[config.mk]
export PLATFORM = sky130hd
export DESIGN_NAME = debounce_bank
export DESIGN_NICKNAME = d
export VERILOG_FILES = /design/src/rtl/debounce_bank.sv
export SDC_FILE = /design/constraint.sdc
export NUM_CORES = 1
export LEC_CHECK = 0
export BUFFER_PORTS_ARGS = -buffer_cell sky130_fd_sc_hd__buf_2
export CAP_MARGIN = 20
export CORE_ASPECT_RATIO = 1.25
export CORE_MARGIN = 4
export CORE_UTILIZATION = 56
export DETAILED_ROUTE_END_ITERATION = 6
export MAX_ROUTING_LAYER = met4
export PLACE_DENSITY = 0.76
export SLEW_MARGIN = 20
export SYNTH_ARGS = -nofsm -noshare
export SYNTH_HDL_FRONTEND = slang
export SYNTH_SLANG_ARGS = --single-unit
[constraint.sdc]
create_clock -name i_clk -period 5.68 [get_ports i_clk]
set_clock_uncertainty 0.15 [all_clocks]
set_input_delay 0.284 -clock i_clk [delete_from_list [all_inputs] [get_ports i_clk]]
set_output_delay 0.284 -clock i_clk [all_outputs]
set_load 0.005 [all_outputs]
[src/rtl/debounce_bank.sv]
// ---------------------------------------------------------------------------
// debounce_bank
//   Synchronises and debounces CHANNELS active-low push-buttons, classifies
//   each accepted press as short, long or hold, and emits one-cycle event
//   pulses per channel. A single shared prescaler sets the tick granularity.
//
// Parameters
//   CHANNELS     number of independent buttons
//   TICK_DIV     i_clk cycles per timing tick (>= 2)
//   DEB_TICKS    ticks a press must stay stable before it is accepted
//   LONG_TICKS   held ticks at/above which a release is classified long
//   HOLD_TICKS   held ticks at which the hold event fires
//   REPEAT_TICKS auto-repeat period in ticks while held (repeat build only)
//
// Ports
//   i_clk        clock
//   i_rst_n      asynchronous active-low reset
//   i_sw         raw buttons, asynchronous, 0 = pressed
//   o_pressed    debounced level, 1 = accepted press in progress
//   o_short      1-cycle pulse on release of a short press
//   o_long       1-cycle pulse on release of a long press
//   o_hold       1-cycle pulse when a press reaches HOLD_TICKS
//   o_repeat     1-cycle auto-repeat pulse while held
//
// Build option
//   DEBOUNCE_BANK_REPEAT_EN  define to build the auto-repeat counter;
//                            when undefined o_repeat is tied to 0.
// ---------------------------------------------------------------------------
module debounce_bank #(
  parameter int unsigned CHANNELS     = 4,
  parameter int unsigned TICK_DIV     = 1000,
  parameter int unsigned DEB_TICKS    = 20,
  parameter int unsigned LONG_TICKS   = 500,
  parameter int unsigned HOLD_TICKS   = 2000,
  parameter int unsigned REPEAT_TICKS = 200
) (
  input  logic                i_clk,
  input  logic                i_rst_n,
  input  logic [CHANNELS-1:0] i_sw,
  output logic [CHANNELS-1:0] o_pressed,
  output logic [CHANNELS-1:0] o_short,
  output logic [CHANNELS-1:0] o_long,
  output logic [CHANNELS-1:0] o_hold,
  output logic [CHANNELS-1:0] o_repeat
);

  localparam int unsigned DIV_W  = (TICK_DIV > 1) ? $clog2(TICK_DIV) : 1;
  localparam int unsigned CNT_W  = $clog2(HOLD_TICKS + 1);
  localparam int unsigned SYNC_W = 3;

  typedef enum logic [1:0] {
    ST_IDLE    = 2'd0,
    ST_BOUNCE  = 2'd1,
    ST_PRESSED = 2'd2,
    ST_HELD    = 2'd3
  } state_e;

  // Reject parameter sets that cannot produce a working classifier.
  if (TICK_DIV < 2 || DEB_TICKS == 0 || DEB_TICKS >= LONG_TICKS ||
      LONG_TICKS >= HOLD_TICKS || REPEAT_TICKS == 0) begin : g_cfg_err
    $error("debounce_bank: illegal timing parameters");
  end

  // -------------------------------------------------------------------------
  // Shared prescaler: free-running 0..TICK_DIV-1, tick on the wrap cycle.
  // -------------------------------------------------------------------------
  logic [DIV_W-1:0] div_q;
  logic             tick_c;

  assign tick_c = (div_q == DIV_W'(TICK_DIV - 1));

  always_ff @(posedge i_clk or negedge i_rst_n) begin : prescaler_reg
    if (!i_rst_n) begin
      div_q <= '0;
    end else if (tick_c) begin
      div_q <= '0;
    end else begin
      div_q <= div_q + DIV_W'(1);
    end
  end

  // -------------------------------------------------------------------------
  // Per-channel synchroniser, press classifier and event registers.
  // -------------------------------------------------------------------------
  for (genvar g = 0; g < CHANNELS; g++) begin : g_ch
    logic [SYNC_W-1:0] sync_q;
    logic              s_c;
    state_e            state_q;
    state_e            state_nx;
    logic [CNT_W-1:0]  cnt_q;
    logic [CNT_W-1:0]  cnt_nx;
    logic [CNT_W-1:0]  cnt_inc_c;
    logic              pressed_c;
    logic              short_c;
    logic              long_c;
    logic              hold_c;
    logic              repeat_c;
    logic              pressed_q;
    logic              short_q;
    logic              long_q;
    logic              hold_q;
    logic              repeat_q;

    // Three-flop synchroniser, resets to released (all ones).
    always_ff @(posedge i_clk or negedge i_rst_n) begin : sync_reg
      if (!i_rst_n) begin
        sync_q <= '1;
      end else begin
        sync_q <= {sync_q[SYNC_W-2:0], i_sw[g]};
      end
    end

    assign s_c = sync_q[SYNC_W-1];

    // Saturating increment: the tick count never wraps past HOLD_TICKS.
    assign cnt_inc_c = (cnt_q == CNT_W'(HOLD_TICKS)) ? cnt_q : cnt_q + CNT_W'(1);

`ifdef DEBOUNCE_BANK_REPEAT_EN
    localparam int unsigned REP_W = $clog2(REPEAT_TICKS + 1);

    logic [REP_W-1:0] rep_q;
    logic [REP_W-1:0] rep_nx;
    logic [REP_W-1:0] rep_inc_c;

    assign rep_inc_c = rep_q + REP_W'(1);

    // Repeat counter: held at zero outside HELD so entry always starts fresh.
    always_comb begin : rep_next
      rep_nx = rep_q;
      if (state_q != ST_HELD) begin
        rep_nx = '0;
      end else if (!s_c && tick_c) begin
        rep_nx = (rep_inc_c == REP_W'(REPEAT_TICKS)) ? '0 : rep_inc_c;
      end
    end

    always_ff @(posedge i_clk or negedge i_rst_n) begin : rep_reg
      if (!i_rst_n) begin
        rep_q <= '0;
      end else begin
        rep_q <= rep_nx;
      end
    end
`endif

    // State register plus registered outputs.
    always_ff @(posedge i_clk or negedge i_rst_n) begin : state_reg
      if (!i_rst_n) begin
        state_q   <= ST_IDLE;
        cnt_q     <= '0;
        pressed_q <= 1'b0;
        short_q   <= 1'b0;
        long_q    <= 1'b0;
        hold_q    <= 1'b0;
        repeat_q  <= 1'b0;
      end else begin
        state_q   <= state_nx;
        cnt_q     <= cnt_nx;
        pressed_q <= pressed_c;
        short_q   <= short_c;
        long_q    <= long_c;
        hold_q    <= hold_c;
        repeat_q  <= repeat_c;
      end
    end

    // Next state and tick count. A release always takes priority over tick.
    always_comb begin : next_state
      state_nx = state_q;
      cnt_nx   = cnt_q;
      unique case (state_q)
        ST_IDLE: begin
          if (!s_c) begin
            state_nx = ST_BOUNCE;
            cnt_nx   = '0;
          end
        end
        ST_BOUNCE: begin
          if (s_c) begin
            state_nx = ST_IDLE;
          end else if (tick_c) begin
            cnt_nx = cnt_inc_c;
            if (cnt_inc_c == CNT_W'(DEB_TICKS)) begin
              state_nx = ST_PRESSED;
            end
          end
        end
        ST_PRESSED: begin
          if (s_c) begin
            state_nx = ST_IDLE;
          end else if (tick_c) begin
            cnt_nx = cnt_inc_c;
            if (cnt_inc_c == CNT_W'(HOLD_TICKS)) begin
              state_nx = ST_HELD;
            end
          end
        end
        ST_HELD: begin
          if (s_c) begin
            state_nx = ST_IDLE;
          end
        end
        default: begin
          state_nx = ST_IDLE;
        end
      endcase
    end

    // Next values of the registered outputs; classification uses the count
    // before any coincident tick, so a release on the hold tick reads long.
    always_comb begin : out_next
      pressed_c = 1'b0;
      short_c   = 1'b0;
      long_c    = 1'b0;
      hold_c    = 1'b0;
      repeat_c  = 1'b0;
      pressed_c = (state_nx == ST_PRESSED) || (state_nx == ST_HELD);
      if (state_q == ST_PRESSED) begin
        if (s_c) begin
          if (cnt_q >= CNT_W'(LONG_TICKS)) begin
            long_c = 1'b1;
          end else begin
            short_c = 1'b1;
          end
        end else if (state_nx == ST_HELD) begin
          hold_c = 1'b1;
        end
      end
`ifdef DEBOUNCE_BANK_REPEAT_EN
      if ((state_q == ST_HELD) && !s_c && tick_c &&
          (rep_inc_c == REP_W'(REPEAT_TICKS))) begin
        repeat_c = 1'b1;
      end
`endif
    end

    assign o_pressed[g] = pressed_q;
    assign o_short[g]   = short_q;
    assign o_long[g]    = long_q;
    assign o_hold[g]    = hold_q;
    assign o_repeat[g]  = repeat_q;
  end

endmodule

After elaboration in Yosys (flattened, before gate mapping)

Index checks and enable logic that the tools add are counted.

Bits in registers: 90
Bits of input ports: 6
Output and inout port bits: 20
Word-level logic and storage cells: 196

Add/subtract/negate cells: 5
Order comparisons: 4
Equality and inequality tests: 45
Multiplexer cells: 93
Reduce and logical (&&, ||, !) cells: 20

Operator list:

| kind                                                  | count |
|---|---|
| 2-to-1 mux 11 bit                                     | 16 |
| equality test 11 bit, second input constant           | 8 |
| one-hot mux 11 bit (2 select lines)                   | 4 |
| 2-to-1 mux 2 bit                                      | 32 |
| adder 11 x 1 -> 11 bit, second input constant         | 4 |
| equality test 11 x 5 -> 1 bit, second input constant  | 4 |
| >= comparator 11 x 9 -> 1 bit, second input constant  | 4 |
| 2-to-1 mux 1 bit                                      | 36 |
| equality test 2 bit, second input constant            | 16 |
| one-hot mux 2 bit (4 select lines)                    | 4 |
| inequality test 2 bit, second input constant          | 8 |
| AND reduction 4 bit                                   | 4 |
| adder 10 x 1 -> 10 bit, second input constant         | 1 |
| equality test 10 bit, second input constant           | 1 |
| 2-to-1 mux 10 bit                                     | 1 |
| equality test 2 x 1 -> 1 bit, second input constant   | 4 |
| zero test 2 bit                                       | 4 |
| inequality test 2 x 1 -> 1 bit, second input constant | 4 |
| nonzero test 2 bit                                    | 4 |
| OR reduction 2 bit                                    | 4 |
| logical OR 1 bit                                      | 4 |

Logic depth before layout (Yosys ltp)

Depth in word-level cells: 11
Mapped depth: 10
Gate-level depth less buffers: 9

Worst setup path before layout

No wires, ideal clock.

Path type: reg-to-reg
Start: register g_ch[0].cnt_q[0]
End: register g_ch[0].hold_q
Setup time: 122 ps
Arrival time: 2340 ps
Required time: 5408 ps
Setup slack: 3069 ps
Stages on the path, launching flop included: 11
Path buffers: 1
Period minus slack after synthesis: 2611 ps
Path through: dfrtp_1 inv_1 ha_1 nand4b_1 or4_1 buf_2 mux2i_4 nor4_2 a31o_2 o21ai_1 a2111oi_1

Cells in the longest elaborated chain, start to end: 11
Elaborated cells between the ends (all ways): 16
Classes of those cells: 1 x add/sub; 4 x eq/ne; 11 x mux

Ends and longest elaborated chain:

| what                                                                  | RTL line | RTL |
|---|---|---|
| start: declaration                                                    | 90       | `logic [CNT_W-1:0] cnt_q;` |
| start signal: assignment                                              | 158      | `cnt_q <= cnt_nx;` |
| adder 11 x 1 -> 11 bit or equality test 11 bit (tied branches)        | 116      | `assign cnt_inc_c = (cnt_q == CNT_W'(HOLD_TICKS)) ? cnt_q : cnt_q + CNT_W'(1);` |
| 2-to-1 mux 11 bit (*)                                                 | 116      |  |
| equality test 11 bit or equality test 11 x 5 -> 1 bit (tied branches) | 193, 183 |  |
| 2-to-1 mux 2 bit, on equally long branches                            | 193, 183 |  |
| 2-to-1 mux 2 bit, on equally long branches                            | 191, 181 |  |
| 2-to-1 mux 2 bit, on equally long branches                            | 189, 179 |  |
| one-hot mux 2 bit (4 select lines) (*)                                | 171      | `unique case (state_q)` |
| equality test 2 bit (*)                                               | 225      | `end else if (state_nx == ST_HELD) begin` |
| 2-to-1 mux 1 bit (*)                                                  | 225      |  |
| 2-to-1 mux 1 bit (*)                                                  | 219      | `if (s_c) begin` |
| 2-to-1 mux 1 bit (*)                                                  | 218      | `if (state_q == ST_PRESSED) begin` |
| net g_ch[0].hold_c                                                    | 96       | `logic hold_c;` |
| end signal: assignment                                                | 162      | `hold_q <= hold_c;` |
| end: declaration                                                      | 101      | `logic hold_q;` |

Mark *: on every way through the listed nets, which the timed path passes. The rest lies on a longest branch.
A chain may end at the register's enable or synchronous reset.

Worst setup path in the final report

Same ends and word-level chain as after synthesis.

==> impl_metrics.tcl <==
set metrics [dict create \
    yosys_most_used_dff "dfrtp_1" \
    max_freq_mhz 345 \
    endpoint "g_ch[0].hold_q$_DFF_PN0_" \
    cts_tree "built" \
    dieWidth_um 97.9 \
    cts_buffers 9 \
    pwr-share-clk_pct 36.8 \
    drive_gt1_share_pct 10.8 \
    reg2reg_slack_ns 2.79 \
    multi_input_area_mm2 0.00301 \
    maxSlewViolCount 0 \
    insertion_delay_ns 0.35 \
    via_count 4709 \
    critical_path.cell_chain "inv_1 > ha_1 > nand4b_1 > or4_1 > mux2i_4 > nor4_2 > a31o_2 > o21ai_1 > a2111oi_1" \
    finalCritPeriodShare_pct 51.0 \
    gp_congestion 0.898 \
    seq_area_mm2 0.00219 \
    internal-power_mw 1.03 \
    fin_cells 766 \
    cp_num_cells 9 \
    syn_inst 651 \
    synth_top_area_cell "dfrtp_1" \
    cp_data_arrival_time_ns 2.97 \
    htreeDepth 3 \
    clockBufferDepth 2 \
    pwr-share-seq_pct 45.7 \
    async_flop_share_pct 100 \
    cts_num_sinks 87 \
    ys_ff_latch 87 \
    drt-initial-drc-count 298 \
    grt_usage_pct 21.5 \
    dp_cells 745 \
    hold_viol 0 \
    peakVddDrop_uv 127 \
    core_area_mm2 0.00976 \
    worst_pin_slew_ns 0.761 \
    dp_hpwl_mm 8.11 \
    slew_headroom_pct 49.3 \
    ys_top_cells_by_count "75 x dfrtp_1, 69 x o21ai_0, 64 x nor2_1, 52 x nand2_1, 34 x inv_1" \
    rsz0062_at_grt "false" \
    synth_edf_count 0 \
    nNetsFinal 670 \
    wirelength_mm 11.9 \
    rr_endpoint "g_ch[0].hold_q$_DFF_PN0_" \
    finalSetupViolCount 0 \
    p_leak_nw 2.53 \
    dieHeight_um 120 \
    grt_max_degree 88 \
    crit_family "simple AND/OR/NAND/NOR gates" \
    fin_crit_ns 2.89 \
    required_ns 5.76 \
    syn-cell-area_mm2 0.00566 \
    fill_cells 831 \
    clkTransAtPathRegs_ns 0.06 \
    grt.overflow.total 0 \
    seq_area_frac_synth_pct 38.7 \
    slowest_delay_ns 0.56 \
    r2r-start "g_ch[0].cnt_q[0]$_DFFE_PN0P_" \
    grt_pass1_vias 4624 \
    grt_pass1_wl_mm 20.6 \
    cp_num_buf_inv 1 \
    crit_fanout 6 \
    crit_start "g_ch[0].cnt_q[0]$_DFFE_PN0P_" \
    p_sw_mw 0.432 \
    syn_to_final_growth_pct 4.53 \
    yosysWarnings 0 \
    min_path_type "reg -> reg" \
    synth_cell_type_count 72 \
    postRouteAntennaNets 0 \
    io_buffers 21 \
    power.density_mw_per_mm2 247 \
    cap_violations 0 \
    clock-root-buffer "clkbuf_16" \
    yosysMostFrequentCell "dfrtp_1" \
    reg2regPathDepth 9 \
    setup.worst_path.class "reg -> reg" \
    initial_core_util_pct 58.0 \
    n_antenna_cell 0 \
    io_pins 26 \
    drc_errors 0 \
    cp_slowest_cell "or4_1" \
    synth_top_area_share_pct 33.1 \
    setup_tns_ns 0 \
    rows 40 \
    die-area_mm2 0.0118 \
    wl_per_cell_um 15.5 \
    post_drt_via_cell_ratio 6.15 \
    end_kind "flop" \
    synth.avg_cell_area_um2 8.70 \
    power_frac_comb_pct 17.5 \
    swShare_pct 29.6 \
    dr.pass1.iters 5 \
    start_kind "flop" \
    antenna_found_initial 0 \
    post_cts_resized 0 \
    synthTopCellsByArea "dfrtp_1 33%, ha_1 6.4%, o21ai_0 6.1%, dfstp_2 5.6%, nor2_1 4.2%" \
    status "finished clean" \
]
-- area by class of cell --
| type | instances | area share [%] |
|---|---|---|
| multi-input cells | 476 | 50.9 |
| flip-flops and latches | 87 | 37.0 |
| clock buffers | 12 | 4.00 |
| repair buffers | 27 | 2.85 |
| well taps | 126 | 2.66 |
| inverters | 34 | 2.16 |
| clock inverters | 4 | 0.423 |
-- worst register-to-register path, stage by stage, from the launching register on --
cell and delay (ns):
dfrtp_1 0.43, inv_1 0.10, ha_1 0.15, nand4b_1 0.10, or4_1 0.56, mux2i_4 0.25
nor4_2 0.35, a31o_2 0.22, o21ai_1 0.07, a2111oi_1 0.39
-- metal layers --
layer / up-vias / wire length (um) / global-route usage [%]
met3: 24 / 587 / 4.90
met5: - / 0 / -
met4: 0 / 238 / 8.74
li1: 2287 / - / -
met1: 2262 / 4950 / 24.7
met2: 136 / 6100 / 36.4
-- cell usage in the layout (no fill, tap or decap), types with 4 or more instances in the layout --
cell type	instances
a21oi_1	25
a22o_1	5
a31oi_1	4
and3_1	21
buf_2	20
clkbuf_16	9
conb_1	4
dfrtp_1	75
dfstp_2	12
dlygate4sd3_1	5
ha_1	29
inv_1	34
mux2_2	6
nand2_1	52
nand2b_1	8
nand3_1	30
nand4_1	13
nand4b_1	5
nor2_1	64
nor3_1	12
nor4_1	7
nor4_2	4
o21ai_0	69
o31ai_1	20
o41ai_1	8
or3_1	4
or4_1	4
xnor2_1	8
xor2_1	12
-- metrics by stage --
step	worst slack [ns]	power [mW]	utilization (%)	hold WS, ns	cell area [um2]
finish	2.79	1.46	60.6	0.205	5920
floorplan	3.07	0.859	-	-0.162	5670
detailed placement	2.88	0.926	57.4	0.197	5600
global route	2.59	1.54	60.6	0.213	5920
global placement	2.94	0.914	57.4	0.196	5600
CTS	2.81	1.47	60.5	0.0337	5900
-- power groups by stage --
stage          Sequential (mW)  Clock [mW]  Combinational (mW)
2_1_floorplan            0.669           0               0.190
3_3_place_gp             0.676           0               0.238
3_5_place_dp             0.677           0               0.249
4_1_cts                  0.667       0.551               0.253
5_1_grt                  0.671       0.584               0.288
6_report                 0.668       0.538               0.255
-- sequential cells by signal, summed over array words and instances, names as in the netlist --
name and flops:
div_q 10, g_ch.cnt_q 44, g_ch.hold_q 4, g_ch.long_q 4, g_ch.pressed_q 4, g_ch.short_q 4, g_ch.state_q 5, g_ch.sync_q 12
-- worst min path at each step --
| stage | from | end | cells after the start |
|---|---|---|---|
| after floorplan | i_rst_n | div_q[0]$_DFF_PN0_ | 0 |
| after global placement | g_ch[3].sync_q[0]$_DFF_PN1_ | g_ch[3].sync_q[1]$_DFF_PN1_ | 0 |
| after detailed placement | g_ch[3].sync_q[1]$_DFF_PN1_ | g_ch[3].sync_q[2]$_DFF_PN1_ | 0 |
| after CTS | i_rst_n | g_ch[1].long_q$_DFF_PN0_ | 1 |
| after global routing | g_ch[2].sync_q[1]$_DFF_PN1_ | g_ch[2].sync_q[2]$_DFF_PN1_ | 0 |
| final | g_ch[3].sync_q[1]$_DFF_PN1_ | g_ch[3].sync_q[2]$_DFF_PN1_ | 0 |
-- kinds of logic (layout without fill, tap and decap cells) --
group	count (synthesis)	after routing	synth area share (%)
AND/OR/NAND/NOR	251	251	23.2
AO/OA/AOI/OAI	162	162	18.0
buffers and inverters	91	77	8.42
flip-flops	87	87	38.7
adder cells (fa/ha/maj)	29	29	6.41
XOR/XNOR	20	20	3.09
multiplexers	10	10	2.12
other	1	4	0.0662
-- timing repair --
item	in CTS	in global routing
hold endpoints to repair	4	75
buffers inserted	0	0
hold buffers	4	1
Power figures use the tool's default switching activity.
